===== config.mk =====
export PLATFORM = sky130hd
export DESIGN_NAME = yuv2rgb_csc
export DESIGN_NICKNAME = d
export VERILOG_FILES = /design/src/rtl/yuv2rgb_csc.sv
export SDC_FILE = /design/constraint.sdc
export NUM_CORES = 1
export LEC_CHECK = 0
export ABC_AREA = 0
export BUFFER_PORTS_ARGS = -buffer_cell sky130_fd_sc_hd__buf_4
export CAP_MARGIN = 10
export CORE_UTILIZATION = 58
export CTS_CLUSTER_DIAMETER = 60
export DETAILED_ROUTE_END_ITERATION = 8
export PLACE_DENSITY = 0.76
export SLEW_MARGIN = 20
export SYNTH_ARGS = -nofsm -noshare
export SYNTH_HDL_FRONTEND = slang
export SYNTH_SLANG_ARGS = --single-unit

===== constraint.sdc =====
create_clock -name i_pclk -period 9.96 [get_ports i_pclk]
set_clock_uncertainty 0.1 [all_clocks]
set_input_delay 1.494 -clock i_pclk [delete_from_list [all_inputs] [get_ports i_pclk]]
set_output_delay 1.494 -clock i_pclk [all_outputs]
set_load 0.01 [all_outputs]

===== src/rtl/yuv2rgb_csc.sv =====
// yuv2rgb_csc: full-range BT.601 YUV444 to RGB888 converter, 3-stage pipeline,
// with a conversion enable that only changes at the active vsync edge.
module yuv2rgb_csc #(
   parameter int    DATA_DEPTH  = 8,
   parameter string HS_POLARITY = "NEGATIVE",
   parameter string VS_POLARITY = "NEGATIVE",
   parameter int    COEF_RV     = 359,
   parameter int    COEF_GU     = 88,
   parameter int    COEF_GV     = 183,
   parameter int    COEF_BU     = 454
) (
   input  logic                  i_arst,
   input  logic                  i_pclk,
   input  logic                  i_csc_en,
   input  logic                  i_vsync,
   input  logic                  i_hsync,
   input  logic                  i_de,
   input  logic [DATA_DEPTH-1:0] i_y,
   input  logic [DATA_DEPTH-1:0] i_u,
   input  logic [DATA_DEPTH-1:0] i_v,
   output logic                  o_vsync,
   output logic                  o_hsync,
   output logic                  o_de,
   output logic [DATA_DEPTH-1:0] o_r,
   output logic [DATA_DEPTH-1:0] o_g,
   output logic [DATA_DEPTH-1:0] o_b,
   output logic                  o_csc_active
);
   localparam int D  = DATA_DEPTH;
   localparam int PW = D + 11;
   localparam int SW = D + 12;
   localparam logic VS_ACT = (VS_POLARITY == "POSITIVE");
   localparam logic HS_ACT = (HS_POLARITY == "POSITIVE");
   localparam logic signed [PW-1:0] K_RV = PW'(COEF_RV);
   localparam logic signed [PW-1:0] K_GU = PW'(COEF_GU);
   localparam logic signed [PW-1:0] K_GV = PW'(COEF_GV);
   localparam logic signed [PW-1:0] K_BU = PW'(COEF_BU);

   logic                 vs_d, r_csc_en, vs_edge, en1, en2;
   logic [2:0]           vs_p, hs_p, de_p;
   logic [D-1:0]         y1, u1, v1, y2, u2, v2;
   logic signed [D:0]    cu, cv, cu1, cv1;
   logic signed [PW-1:0] pr, pg, pb;
   logic signed [SW-1:0] ys, sr, sg, sb;

   function automatic logic [D-1:0] sat(input logic signed [SW-1:0] s);
      logic signed [SW-1:0] t;
      t = s >>> 8;
      return t[SW-1] ? '0 : (|t[SW-2:D]) ? '1 : t[D-1:0];
   endfunction

   assign vs_edge = (i_vsync == VS_ACT) && (vs_d != VS_ACT);
   assign cu = $signed({1'b0, i_u}) - $signed({2'b01, {(D-1){1'b0}}});
   assign cv = $signed({1'b0, i_v}) - $signed({2'b01, {(D-1){1'b0}}});
   assign ys = SW'($signed({1'b0, y2, 8'b0}));
   assign sr = ys + SW'(pr) + SW'(128);
   assign sg = ys - SW'(pg) + SW'(128);
   assign sb = ys + SW'(pb) + SW'(128);
   assign o_vsync = vs_p[2];
   assign o_hsync = hs_p[2];
   assign o_de = de_p[2];
   assign o_csc_active = r_csc_en;

   always_ff @(posedge i_pclk or posedge i_arst) begin
      if (i_arst) begin
         vs_d <= ~VS_ACT;
         r_csc_en <= 1'b0;
         vs_p <= {3{~VS_ACT}};
         hs_p <= {3{~HS_ACT}};
         de_p <= '0;
         en1 <= 1'b0;
         en2 <= 1'b0;
         {y1, u1, v1, y2, u2, v2} <= '0;
         cu1 <= '0;
         cv1 <= '0;
         {pr, pg, pb} <= '0;
         {o_r, o_g, o_b} <= '0;
      end else begin
         vs_d <= i_vsync;
         r_csc_en <= vs_edge ? i_csc_en : r_csc_en;
         vs_p <= {vs_p[1:0], i_vsync};
         hs_p <= {hs_p[1:0], i_hsync};
         de_p <= {de_p[1:0], i_de};
         // the pixel arriving with the vsync edge already uses the new mode
         en1 <= vs_edge ? i_csc_en : r_csc_en;
         y1 <= i_y;
         u1 <= i_u;
         v1 <= i_v;
         cu1 <= cu;
         cv1 <= cv;
         en2 <= en1;
         y2 <= y1;
         u2 <= u1;
         v2 <= v1;
         pr <= K_RV * PW'(cv1);
         pg <= K_GU * PW'(cu1) + K_GV * PW'(cv1);
         pb <= K_BU * PW'(cu1);
         o_r <= en2 ? sat(sr) : y2;
         o_g <= en2 ? sat(sg) : u2;
         o_b <= en2 ? sat(sb) : v2;
      end
   end
endmodule


# After elaboration in Yosys (flattened, before gate mapping)
# Cells that the tools add are included.
# Widths: inputs -> output; s select.
totals:
  reg_bits: 158
  in_bits: 30
  out_inout_bits: 28
classes:
  addsub: 9
  n_mul: 4
  n_mux: 10
  bitwise: 1
  reduce_logical: 4
ops:
  columns: ["op", "n"]
  rows:
  - ["$mux 8", 9]
  - ["$add 20x9->20 const B", 3]
  - ["$add 17x19->20", 2]
  - ["$mul 9x9->18 const A", 2]
  - ["$sub 17x19->20", 1]
  - ["$add 17x18->19", 1]
  - ["$mul 10x9->19 const A", 1]
  - ["$sub 8x8->9 const B", 2]
  - ["$mul 5x9->14 const A", 1]
  - ["$reduce_or 4->1", 3]
  - ["$logic_and 1x1->1", 1]
  - ["$mux 1", 1]
  - ["$not 1->1", 1]

# Depth between registers and ports, before layout
# Gate-level depths: netlist (run 1).
logic_depth:
  ltp_word: 6
  mapped_depth: 24

# Worst setup path before layout (run 1)
# Ideal clock, no wire load.
synth_timing:
  kind: "register to register"
  start: "reg, netlist name u1[1]"
  end: "reg pg[18]"
  arrival_ns: 4.974
  t_required_ns: 9.734
  slack_ns: 4.760
  stages_incl_launch_ff: 22
  n_path_buf: 0
  synth_period_minus_slack_ns: 5.200
  path_cell_list: "dfrtp_1 ha_1 fa_1 ha_1 a21oi_1 nand2b_1 a21boi_0 nor2_1 xnor2_1 ha_1 inv_1 fa_1 fa_1 inv_1 ha_1 nand2_1 nand2_1 a31oi_1 o21ai_0 o41ai_1 nand3_1 o311a_1"
synth_lines:
  columns: ["element", "line", "text"]
  rows:
  - ["end signal, assigned", "96", "pg <= K_GU * PW'(cu1) + K_GV * PW'(cv1);"]
  - ["end, declared", "43", "logic signed [PW-1:0] pr, pg, pb;"]

==> key figures, run 1 <==
Synthesis
  – Post-synthesis net count: 1,236
  – Synth Warn #: 0
  – Number of flops mapped to enable cells by yosys: 0
  – Top-count cell post-synth: sky130_fd_sc_hd__inv_1
  – Avg Inst Size Synth: 10.6 um^2
  – #FFs+latches synth: 127
  – Most instantiated flip-flop cell in the synthesis netlist: sky130_fd_sc_hd__dfrtp_1
  – Synth unique cells: 59
  – Largest cells by area after synthesis: sky130_fd_sc_hd__dfrtp_1, sky130_fd_sc_hd__ha_1, sky130_fd_sc_hd__fa_1
  – Proportion of synthesized flip-flops having asynchronous set or reset: 100%
  – Share of the synthesized area in the top cell type: 30.1%
  – Share of synthesized area occupied by flip-flops and latches: 31.6%
  – Cell type with the highest aggregate area in the netlist: sky130_fd_sc_hd__dfrtp_1
  – Combined area of all synthesized cells: 10,100 um^2
  – Post-Synthesis Cells: 951
  – Most instantiated cells after synthesis: sky130_fd_sc_hd__inv_1, sky130_fd_sc_hd__ha_1, sky130_fd_sc_hd__dfrtp_1

Timing
  – Min Hold Slack: 248 ps
  – Endpoints failing setup: 0
  – Accumulated negative setup slack: 0 ps
  – Minimum period implied by the final worst setup slack: 5710 ps
  – Worst-margin pin slew: 822 ps
  – Fin. max-slew vios: 0
  – Final Hold Fails: 0
  – Timing-limited maximum frequency: 175 MHz
  – Tcrit/Tclk final: 57.3%
  – RSZ-0062 raised after global routing: no
  – Headroom to the max-slew limit: 45.2%

Detailed routing
  – Total iterations of the first detailed-routing run: 4
  – Antenna-violating nets left: 0
  – Remaining DRCs: 0
  – Ratio of routed vias to standard cells: 5.37
  – Total vias in the final route: 6,745
  – Routed wire per std cell: 16.8 um
  – Final routed wirelength across all metal layers: 21,100 um
  – 1st-iter DRT viols: 275

Worst hold path
  – Number of instances on the worst hold path: 0
  – Hold WC Path Type: reg -> reg

Power
  – Clock network fraction of total power: 19.1%
  – Switching power: 0.00137 W
  – Sequential group share of total power: 23.1%
  – Internal power: 0.00189 W
  – Peak supply drop: 0.211 mV
  – Combinational share of power: 57.7%
  – Power Density: 287 nW/um^2
  – Reported leakage power: 5.90 nW
  – Share of total power consumed by net switching: 42.1%

Setup path
  – Arrival time worst endpoint: 5910 ps
  – Endpoint type of the worst setup path: register
  – Buffers plus inverters on the worst setup path: 2
  – Crit-path slowest cell: sky130_fd_sc_hd__fa_1
  – Setup Crit Path Kind: reg -> reg
  – Highest cell delay on the worst timing path: 560 ps
  – Ordered cell list for the critical path: ha_1 -> fa_1 -> ha_1 -> a21oi_1 -> nand2b_1 -> a21boi_0 -> nor2_1 -> xnor2_1 -> ha_1 -> inv_1 -> fa_1 -> fa_1 -> inv_1 -> ha_1 -> nand2_1 -> nand2_1 -> a31oi_1 -> o21ai_0 -> o41ai_1 -> nand3_1 -> o311a_1
  – Required time worst endpoint: 10,160 ps
  – Maximum net fanout on the critical path: 8
  – Dominant cell type by count on the critical path: sky130_fd_sc_hd__ha_1
  – Critical Path Stages: 21
  – FF-to-FF path depth: 21
  – Family with the most delay on the worst path: adder cells
  – Category of the worst setup path launch point: register

Placed design
  – PortBufs: 57
  – Placer's final routability congestion estimate: 0.890
  – Area post-placement: 10,800 um^2
  – Post-DP HPWL: 16,800 um

Floorplanning
  – Initial standard-cell utilization of the core: 60.1%
  – Io pins: 58
  – Overall die height: 134 um
  – Core ar.: 16,800 um^2
  – Width of the chip: 134 um
  – Area enclosed by the die boundary: 17,900 um^2
  – Number of rows in the core area: 47

CTS
  – Total of cells resized after clock tree synthesis: 0
  – TritonCTS clock tree: done
  – Post-CTS setup-driven buffer insertion count: 0
  – H-tree lvl count: 4
  – Clock Latency Late Sink: 420 ps
  – Clock Sink Count: 127
  – Hold-fix buffer count after cts: 0
  – Deepest clock path buffer count: 2
  – Number of buffers added by the clock tree synthesis step: 17
  – Clock-pin slew on the worst setup and hold paths: 60 ps
  – Cell at the root of the clock tree: sky130_fd_sc_hd__clkbuf_16

Run status
  – Run status: completed

Global route
  – Number of global-route vias before repair: 7,039
  – GR Util All Layers: 25.8%
  – Initial antenna violation count: 0
  – Maximum number of pins on one net before global-route repair: 71
  – First-pass GRT wire length: 35,000 um
  – GR Overflow Total: 0

Flow run
  – Max-cap viol count: 0

Finish
  – Final layout net count: 1,309
  – Area of all placed cells without fillers: 11,400 um^2
  – Relative area change from synthesis to final layout: 12.8%
  – Layout cell share with drive strength beyond 1: 11.6%
  – Diode insertion count for antenna repair: 0
cell type report:
cell class / count / area (um^2)
repair buffers: 58 / 435
flip-flops and latches: 127 / 3190
well taps: 220 / 275
clock inverters: 14 / 156
inverters: 201 / 757
clock buffers: 18 / 439
fillers: 1277 / 5390
multi-input cells: 619 / 6120
power by group through the flow:
stage | logic, W | clock network [W] | registers [W]
final | 0.00188 | 0.000624 | 0.000755
after global routing | 0.00212 | 0.000660 | 0.000765
after CTS | 0.00188 | 0.000633 | 0.000755
after detailed placement | 0.00186 | 0 | 0.000760
after global placement | 0.00180 | 0 | 0.000756
after floorplan | 0.00139 | 0 | 0.000756
registers in the layout, summed over array words and instances, names as in the netlist:
signal  count
pg         16
pr         14
pb         12
o_b         8
o_g         8
o_r         8
u1          8
u2          8
v1          8
v2          8
y1          8
y2          8
de_p        3
hs_p        3
vs_p        3
cu1         1
cv1         1
en1         1
en2         1
layout by cell type, fill, tap and decap left out, drive strengths merged, types with 3 or more instances in the layout:
cell type	netlist	final
a21o	7	7
a21oi	36	36
a221o	7	7
a311o	3	3
a31oi	5	5
a41o	3	3
and2	5	5
and3	3	3
buf	0	58
clkbuf	4	18
clkinv	0	5
clkinvlp	0	3
dfrtp	121	121
dfstp	6	6
fa	71	71
ha	184	184
inv	201	205
nand2	47	47
nand2b	10	10
nand3	15	15
nor2	42	42
nor2b	8	8
nor3	15	15
nor3b	3	3
nor4	3	3
o211ai	3	3
o21a	4	4
o21ai	20	20
o221ai	16	16
o311a	3	3
o41ai	3	3
or2	7	7
or4	3	3
xnor2	43	43
xor2	22	22
per-stage QoR:
step	power (W)	setup WS [ps]	cells	util (%)
CTS	0.00327	4260	1257	67.8
floorplan	0.00215	4760	951	-
global placement	0.00256	4500	1225	64.3
finish	0.00326	4250	1257	67.8
global route	0.00354	3930	1257	67.8
detailed placement	0.00262	4360	1225	64.3
path summary, 6_finish.rpt:
check	start	endpoint	slack [ps]
max in group asynchronous	i_arst	pr[12]	7350
hold / removal	y1[4]	y2[4]	250
hold reg to reg	y1[4]	y2[4]	250
setup / recovery	u1[1]	pg[18]	4250
setup reg to reg	u1[1]	pg[18]	4250
min in group asynchronous	i_arst	pb[15]	1100
cell families after synthesis:
family                     count (synthesis)  synth area share (%)
and+or+nand+nor                          168                  8.15
muxes                                      2                 0.211
buffers and inverters                    205                  7.64
adders and majority gates                255                  37.0
AOI/OAI and AO/OA                        129                  9.77
DFF                                      127                  31.6
xor gates and xnor gates                  65                  5.65
per-layer routing:
layer / part of all wire (%) / track usage (%) / vias to the layer above
met1: 45 / 33.3 / 3233
li1: - / - / 3297
met4: 3.1 / 10.5 / 0
met3: 4.1 / 4.46 / 41
met2: 48 / 43.0 / 174
met5: 0 / 0 / -
(Power assumes the default switching activity.)
==> run 2: changes to the inputs <==
Clock period 9.96 ns to 5.4 ns, I/O delays scaled along.
==> run 2 against run 1 <==
Net effect:
- cell area up 2.3%
- flip-flop and latch count stayed put
- global-route usage rose by 0.39 points
- count of clock-buffer cells in the layout did not move
- non-clock buffer count increased by 19
- sequential share of layout area fell by 0.61 points
- critical endpoint is now pg[17]
- largest cell class unchanged
==> key figures, run 2 (synthesized netlist as in run 1, its figures left out) <==
Power
  – Power Density: 533 nW/um^2
  – Reported leakage power: 6.02 nW
  – Total power: 0.00620 W
  – Peak supply drop: 0.438 mV

Setup path
  – Endpoint of the worst-slack reg-to-reg timing path: pg[17]
  – Worst reg-to-reg setup slack: 190 ps
  – Maximum net fanout on the critical path: 6
  – Endpoint type of the worst setup path: register
  – Crit-path slowest cell: sky130_fd_sc_hd__fa_1
  – Ordered cell list for the critical path: buf_4 -> ha_1 -> inv_1 -> fa_1 -> inv_1 -> ha_1 -> a21boi_2 -> buf_4 -> o21ai_2 -> nand2b_1 -> xnor2_2 -> fa_1 -> fa_1 -> inv_1 -> ha_1 -> o41a_1 -> a41o_1 -> o41ai_2 -> xnor2_1
  – Family with the most delay on the worst path: adder cells
  – Worst flop-to-flop path startpoint: u1[3]
  – Highest cell delay on the worst timing path: 560 ps
  – Arrival time worst endpoint: 5400 ps
  – Category of the worst setup path launch point: register
  – Required time worst endpoint: 5590 ps
  – FF-to-FF path depth: 19
  – Critical Path Stages: 19
  – Setup Crit Path Kind: reg -> reg
  – Buffers plus inverters on the worst setup path: 5

Finish
  – Most used cells in the layout excluding fill and tap cells: sky130_fd_sc_hd__inv_1, sky130_fd_sc_hd__ha_1, sky130_fd_sc_hd__dfrtp_1
  – Final layout net count: 1,328
  – Layout Utilization: 69.4%
  – Leading registers by flop count: pg: 16 flops, pr: 14 flops, pb: 12 flops
  – Diode insertion count for antenna repair: 0
  – Largest reg by FF count: pg
  – Relative area change from synthesis to final layout: 15.5%
  – Filler Cells Inserted: 1,251
  – Flip-flop count of the largest register, all copies and words added: 16
  – Layout cell share with drive strength beyond 1: 15.1%
  – Most common cell after layout, fill and taps aside: sky130_fd_sc_hd__inv_1

Placed design
  – Placer's final routability congestion estimate: 0.871
  – Setup Slack @ Placement: 56.6 ps
  – Post-DP HPWL: 17,000 um
  – PortBufs: 57

Worst hold path
  – Min-Delay Endpoint: y2[3]
  – Number of instances on the worst hold path: 0
  – Hold_sp: y1[3]
  – Hold WC Path Type: reg -> reg

Timing
  – Endpoints failing setup: 0
  – Headroom to the max-slew limit: 36.6%
  – Worst-margin pin slew: 951 ps
  – Min Hold Slack: 241 ps
  – Minimum period implied by the final worst setup slack: 5210 ps
  – Timing-limited maximum frequency: 192 MHz
  – Fin. max-slew vios: 0
  – Worst setup margin: 189 ps
  – Final Hold Fails: 0
  – Tcrit/Tclk final: 96.5%

CTS
  – Number of buffers added by the clock tree synthesis step: 17
  – Cell at the root of the clock tree: sky130_fd_sc_hd__clkbuf_16
  – TritonCTS clock tree: done
  – Clock-pin slew on the worst setup and hold paths: 60 ps
  – Clock Latency Late Sink: 420 ps
  – Hold-fix buffer count after cts: 0
  – H-tree lvl count: 4
  – Clock Sink Count: 127
  – Deepest clock path buffer count: 2

Detailed routing
  – Antenna-violating nets left: 0
  – 1st-iter DRT viols: 303
  – Ratio of routed vias to standard cells: 5.40
  – Remaining DRCs: 0
  – Final routed wirelength across all metal layers: 21,600 um
  – Total vias in the final route: 6,896
  – Total iterations of the first detailed-routing run: 5
  – Routed wire per std cell: 16.9 um

Floorplanning
  – Core ar.: 16,800 um^2
  – Io pins: 58
  – Number of rows in the core area: 47
  – Width of the chip: 134 um
  – Area enclosed by the die boundary: 17,900 um^2
  – Overall die height: 134 um
  – Initial standard-cell utilization of the core: 60.1%

Run status
  – Run status: completed

Global route
  – GR Overflow Total: 0
  – Maximum number of pins on one net before global-route repair: 75
  – First-pass GRT wire length: 35,600 um
  – Initial antenna violation count: 0
  – GR Util All Layers: 26.2%
  – Number of global-route vias before repair: 7,160

Flow run
  – Max-cap viol count: 0
==> run 2: cell types whose count changed in the layout (fill, tap and decap cells not counted), sizes merged <==
cell      before  now
inv          205  210
buf           58   77
clkinvlp       3    2
clkinv         5    1
==> run 2: worst max path at each step <==
| stage | from | endpoint |
|---|---|---|
| finish | u1[3] | pg[17] |
| global route | u1[1] | pg[17] |
| CTS | u1[2] | pg[18] |
| detailed placement | u1[1] | pg[17] |
| global placement | u1[2] | pg[18] |
| floorplan | u1[1] | pg[18] |
==> run 2: power breakdown <==
| group | switching (W) | leakage [nW] | total, W | internal, W |
|---|---|---|---|---|
| Sequential | 0.000134 | 1.48 | 0.00138 | 0.00124 |
| Combinational | 0.00201 | 4.26 | 0.00366 | 0.00164 |
| Clock | 0.000472 | 0.289 | 0.00117 | 0.000698 |
| Total | 0.00262 | 6.02 | 0.00620 | 0.00359 |
==> run 2: final cells by class <==
type	instances	area [um^2]	area share, %
inverters	201	757	6.51
clock inverters	14	170	1.46
well taps	220	275	2.37
multi-input cells	619	6230	53.6
repair buffers	77	582	5.00
clock buffers	18	429	3.69
flip-flops and latches	127	3190	27.4
==> run 2: timing repair <==
item / in CTS / in global routing
gates cloned: 0 / 0
gates resized for setup: 1 / 27
pin swaps: 0 / 7
setup buffers: 0 / 2
setup endpoints to repair: 1 / 3
==> run 2: through the flow <==
stage / instances / area (um^2) / setup TNS (ps)
3_3_place_gp: 1242 / 10900 / 0
2_1_floorplan: 951 / 10100 / 0
4_1_cts: 1274 / 11500 / 0
3_5_place_dp: 1242 / 10900 / 0
6_report: 1276 / 11600 / 0
5_1_grt: 1276 / 11600 / -73.5
==> run 2: layer usage <==
metal	GRT usage (%)	vias up	routed length, um
li1	-	3328	-
met1	34.2	3314	9630
met2	42.9	208	10300
met3	4.95	46	1000
met4	10.7	0	671
met5	0	-	0
==> run 3: changes to the inputs <==
Settings changed: CORE_ASPECT_RATIO set to 1.4.
==> run 3 against run 2 <==
Net effect:
- register-to-register slack worse by 20 ps
- core utilization down 0.82 points
- wire length shrank 1.7%
- critical path depth fell by 2
- sequential power barely moved
- cell area fell by 0.44%
- global-route usage up 0.15 points
- via count down 0.59%
- clock power about the same
- combinational power down 4%
- worst hold slack worse by 38 ps
- count of clock-buffer cells in the layout rose by 1
- highest routed layer unchanged
==> key figures, run 3 (synthesized netlist as in run 1, its figures left out) <==
Run status
  – Run status: completed

Power
  – Peak supply drop: 0.331 mV
  – Power Density: 522 nW/um^2
  – Reported leakage power: 6.01 nW

CTS
  – Clock Sink Count: 127
  – TritonCTS clock tree: done
  – Clock Latency Late Sink: 420 ps
  – Clock-pin slew on the worst setup and hold paths: 60 ps
  – H-tree lvl count: 4
  – Cell at the root of the clock tree: sky130_fd_sc_hd__clkbuf_16
  – Deepest clock path buffer count: 2
  – Number of buffers added by the clock tree synthesis step: 17

Setup path
  – Endpoint type of the worst setup path: register
  – Buffers plus inverters on the worst setup path: 2
  – Endpoint of the worst-slack reg-to-reg timing path: pg[17]
  – Launching element of the worst setup path: u1[1]
  – Critical Path Stages: 17
  – Worst reg-to-reg setup slack: 170 ps
  – Crit-path slowest cell: sky130_fd_sc_hd__fa_1
  – Category of the worst setup path launch point: register
  – Dominant cell type by count on the critical path: sky130_fd_sc_hd__fa_1
  – Required time worst endpoint: 5630 ps
  – FF-to-FF path depth: 17
  – Critical path endpoint: pg[17]
  – Ordered cell list for the critical path: ha_1 -> fa_1 -> ha_1 -> a21oi_2 -> xnor2_2 -> fa_1 -> inv_1 -> fa_1 -> fa_1 -> inv_1 -> ha_1 -> o21ai_1 -> a21oi_1 -> o41a_1 -> a41o_1 -> o41ai_2 -> xnor2_1
  – Highest cell delay on the worst timing path: 540 ps
  – Arrival time worst endpoint: 5470 ps
  – Worst flop-to-flop path startpoint: u1[1]
  – Maximum net fanout on the critical path: 3
  – Setup Crit Path Kind: reg -> reg
  – Family with the most delay on the worst path: adder cells

Global route
  – GR Overflow Total: 0
  – Maximum number of pins on one net before global-route repair: 67
  – Initial antenna violation count: 0
  – Number of global-route vias before repair: 7,361
  – GR Util All Layers: 26.3%
  – First-pass GRT wire length: 35,400 um

Placed design
  – Placer's final routability congestion estimate: 0.855
  – Post-DP HPWL: 16,800 um
  – Area post-placement: 10,900 um^2
  – PortBufs: 57

Detailed routing
  – Total vias in the final route: 6,855
  – Ratio of routed vias to standard cells: 5.33
  – Final routed wirelength across all metal layers: 21,200 um
  – Remaining DRCs: 0
  – 1st-iter DRT viols: 318
  – Total iterations of the first detailed-routing run: 4
  – Antenna-violating nets left: 0
  – Routed wire per std cell: 16.5 um

Finish
  – Layout cell share with drive strength beyond 1: 14.0%
  – Final layout net count: 1,326
  – Area of all placed cells without fillers: 11,600 um^2
  – Flip-flop count of the largest register, all copies and words added: 16
  – Largest reg by FF count: pg
  – Layout Utilization: 68.6%
  – Most used cells in the layout excluding fill and tap cells: sky130_fd_sc_hd__inv_1, sky130_fd_sc_hd__ha_1, sky130_fd_sc_hd__dfrtp_1
  – Relative area change from synthesis to final layout: 15.0%
  – Diode insertion count for antenna repair: 0
  – Most common cell after layout, fill and taps aside: sky130_fd_sc_hd__inv_1
  – Filler Cells Inserted: 1,266
  – Leading registers by flop count: pg: 16 flops, pr: 14 flops, pb: 12 flops

Timing
  – Fin. max-slew vios: 0
  – Accumulated negative setup slack: 0 ps
  – Endpoints failing setup: 0
  – Min Hold Slack: 203 ps
  – Minimum period implied by the final worst setup slack: 5230 ps
  – Tcrit/Tclk final: 96.9%
  – Worst-margin pin slew: 782 ps
  – Headroom to the max-slew limit: 47.9%
  – Final Hold Fails: 0
  – Timing-limited maximum frequency: 191 MHz

Floorplanning
  – Io pins: 58
  – Initial standard-cell utilization of the core: 59.7%
  – Number of rows in the core area: 56
  – Area enclosed by the die boundary: 17,900 um^2
  – Width of the chip: 113 um
  – Core ar.: 16,900 um^2
  – Overall die height: 158 um

Worst hold path
  – Hold WC Path Type: in -> async

Flow run
  – Max-cap viol count: 0
[run 3: changes by cell type in the layout (fill, tap and decap cells not counted), sizes merged]
cell      before  now
inv          210  206
buf           77   75
clkinv         1    3
clkbuf        18   19
clkinvlp       2    3
[run 3: metal layers]
layer	wire (um)	vias up	part of all wire (%)	track usage, %
met3	701	53	3.3	4.48
met2	11200	149	53	47.4
met5	0	-	0	0
li1	-	3329	-	-
met4	960	0	4.5	14.4
met1	8410	3324	40	29.6
[run 3: what timing repair did]
item,4_1_cts,5_1_grt
hold buffers,0,0
endpoints found under the setup margin,0,4
setup buffers,0,0
resized for setup,0,17
[run 3: cell type report]
| cell class | instances | area, um^2 | area share, % |
|---|---|---|---|
| Inverter | 201 | 757 | 6.54 |
| Clock inverter | 13 | 151 | 1.31 |
| Multi-Input combinational cell | 619 | 6180 | 53.3 |
| Tap cell | 232 | 290 | 2.51 |
| Timing Repair Buffer | 75 | 567 | 4.89 |
| Sequential cell | 127 | 3190 | 27.5 |
| Clock buffer | 19 | 453 | 3.91 |
[run 3: report_power, final]
part           leakage, nW  switching [W]  internal (W)
Combinational         4.24        0.00191       0.00159
Clock                0.289       0.000452      0.000713
Sequential            1.48       0.000136       0.00124
[run 3: per-stage QoR]
stage	total power [W]	instances	worst slack [ps]
2_1_floorplan	0.00396	951	200
6_report	0.00605	1286	166
4_1_cts	0.00603	1286	59.7
5_1_grt	0.00659	1286	-83.2
3_3_place_gp	0.00471	1254	222
3_5_place_dp	0.00480	1254	34.5
[run 3: how the worst min path moves through the flow]
stage,startpoint,endpoint,depth (start not counted)
floorplan,de_p[0],de_p[1],0
global placement,de_p[0],de_p[1],0
detailed placement,y1[3],y2[3],0
CTS,i_arst,cu1[7],2
global route,i_arst,de_p[0],2
finish,i_arst,u2[7],2
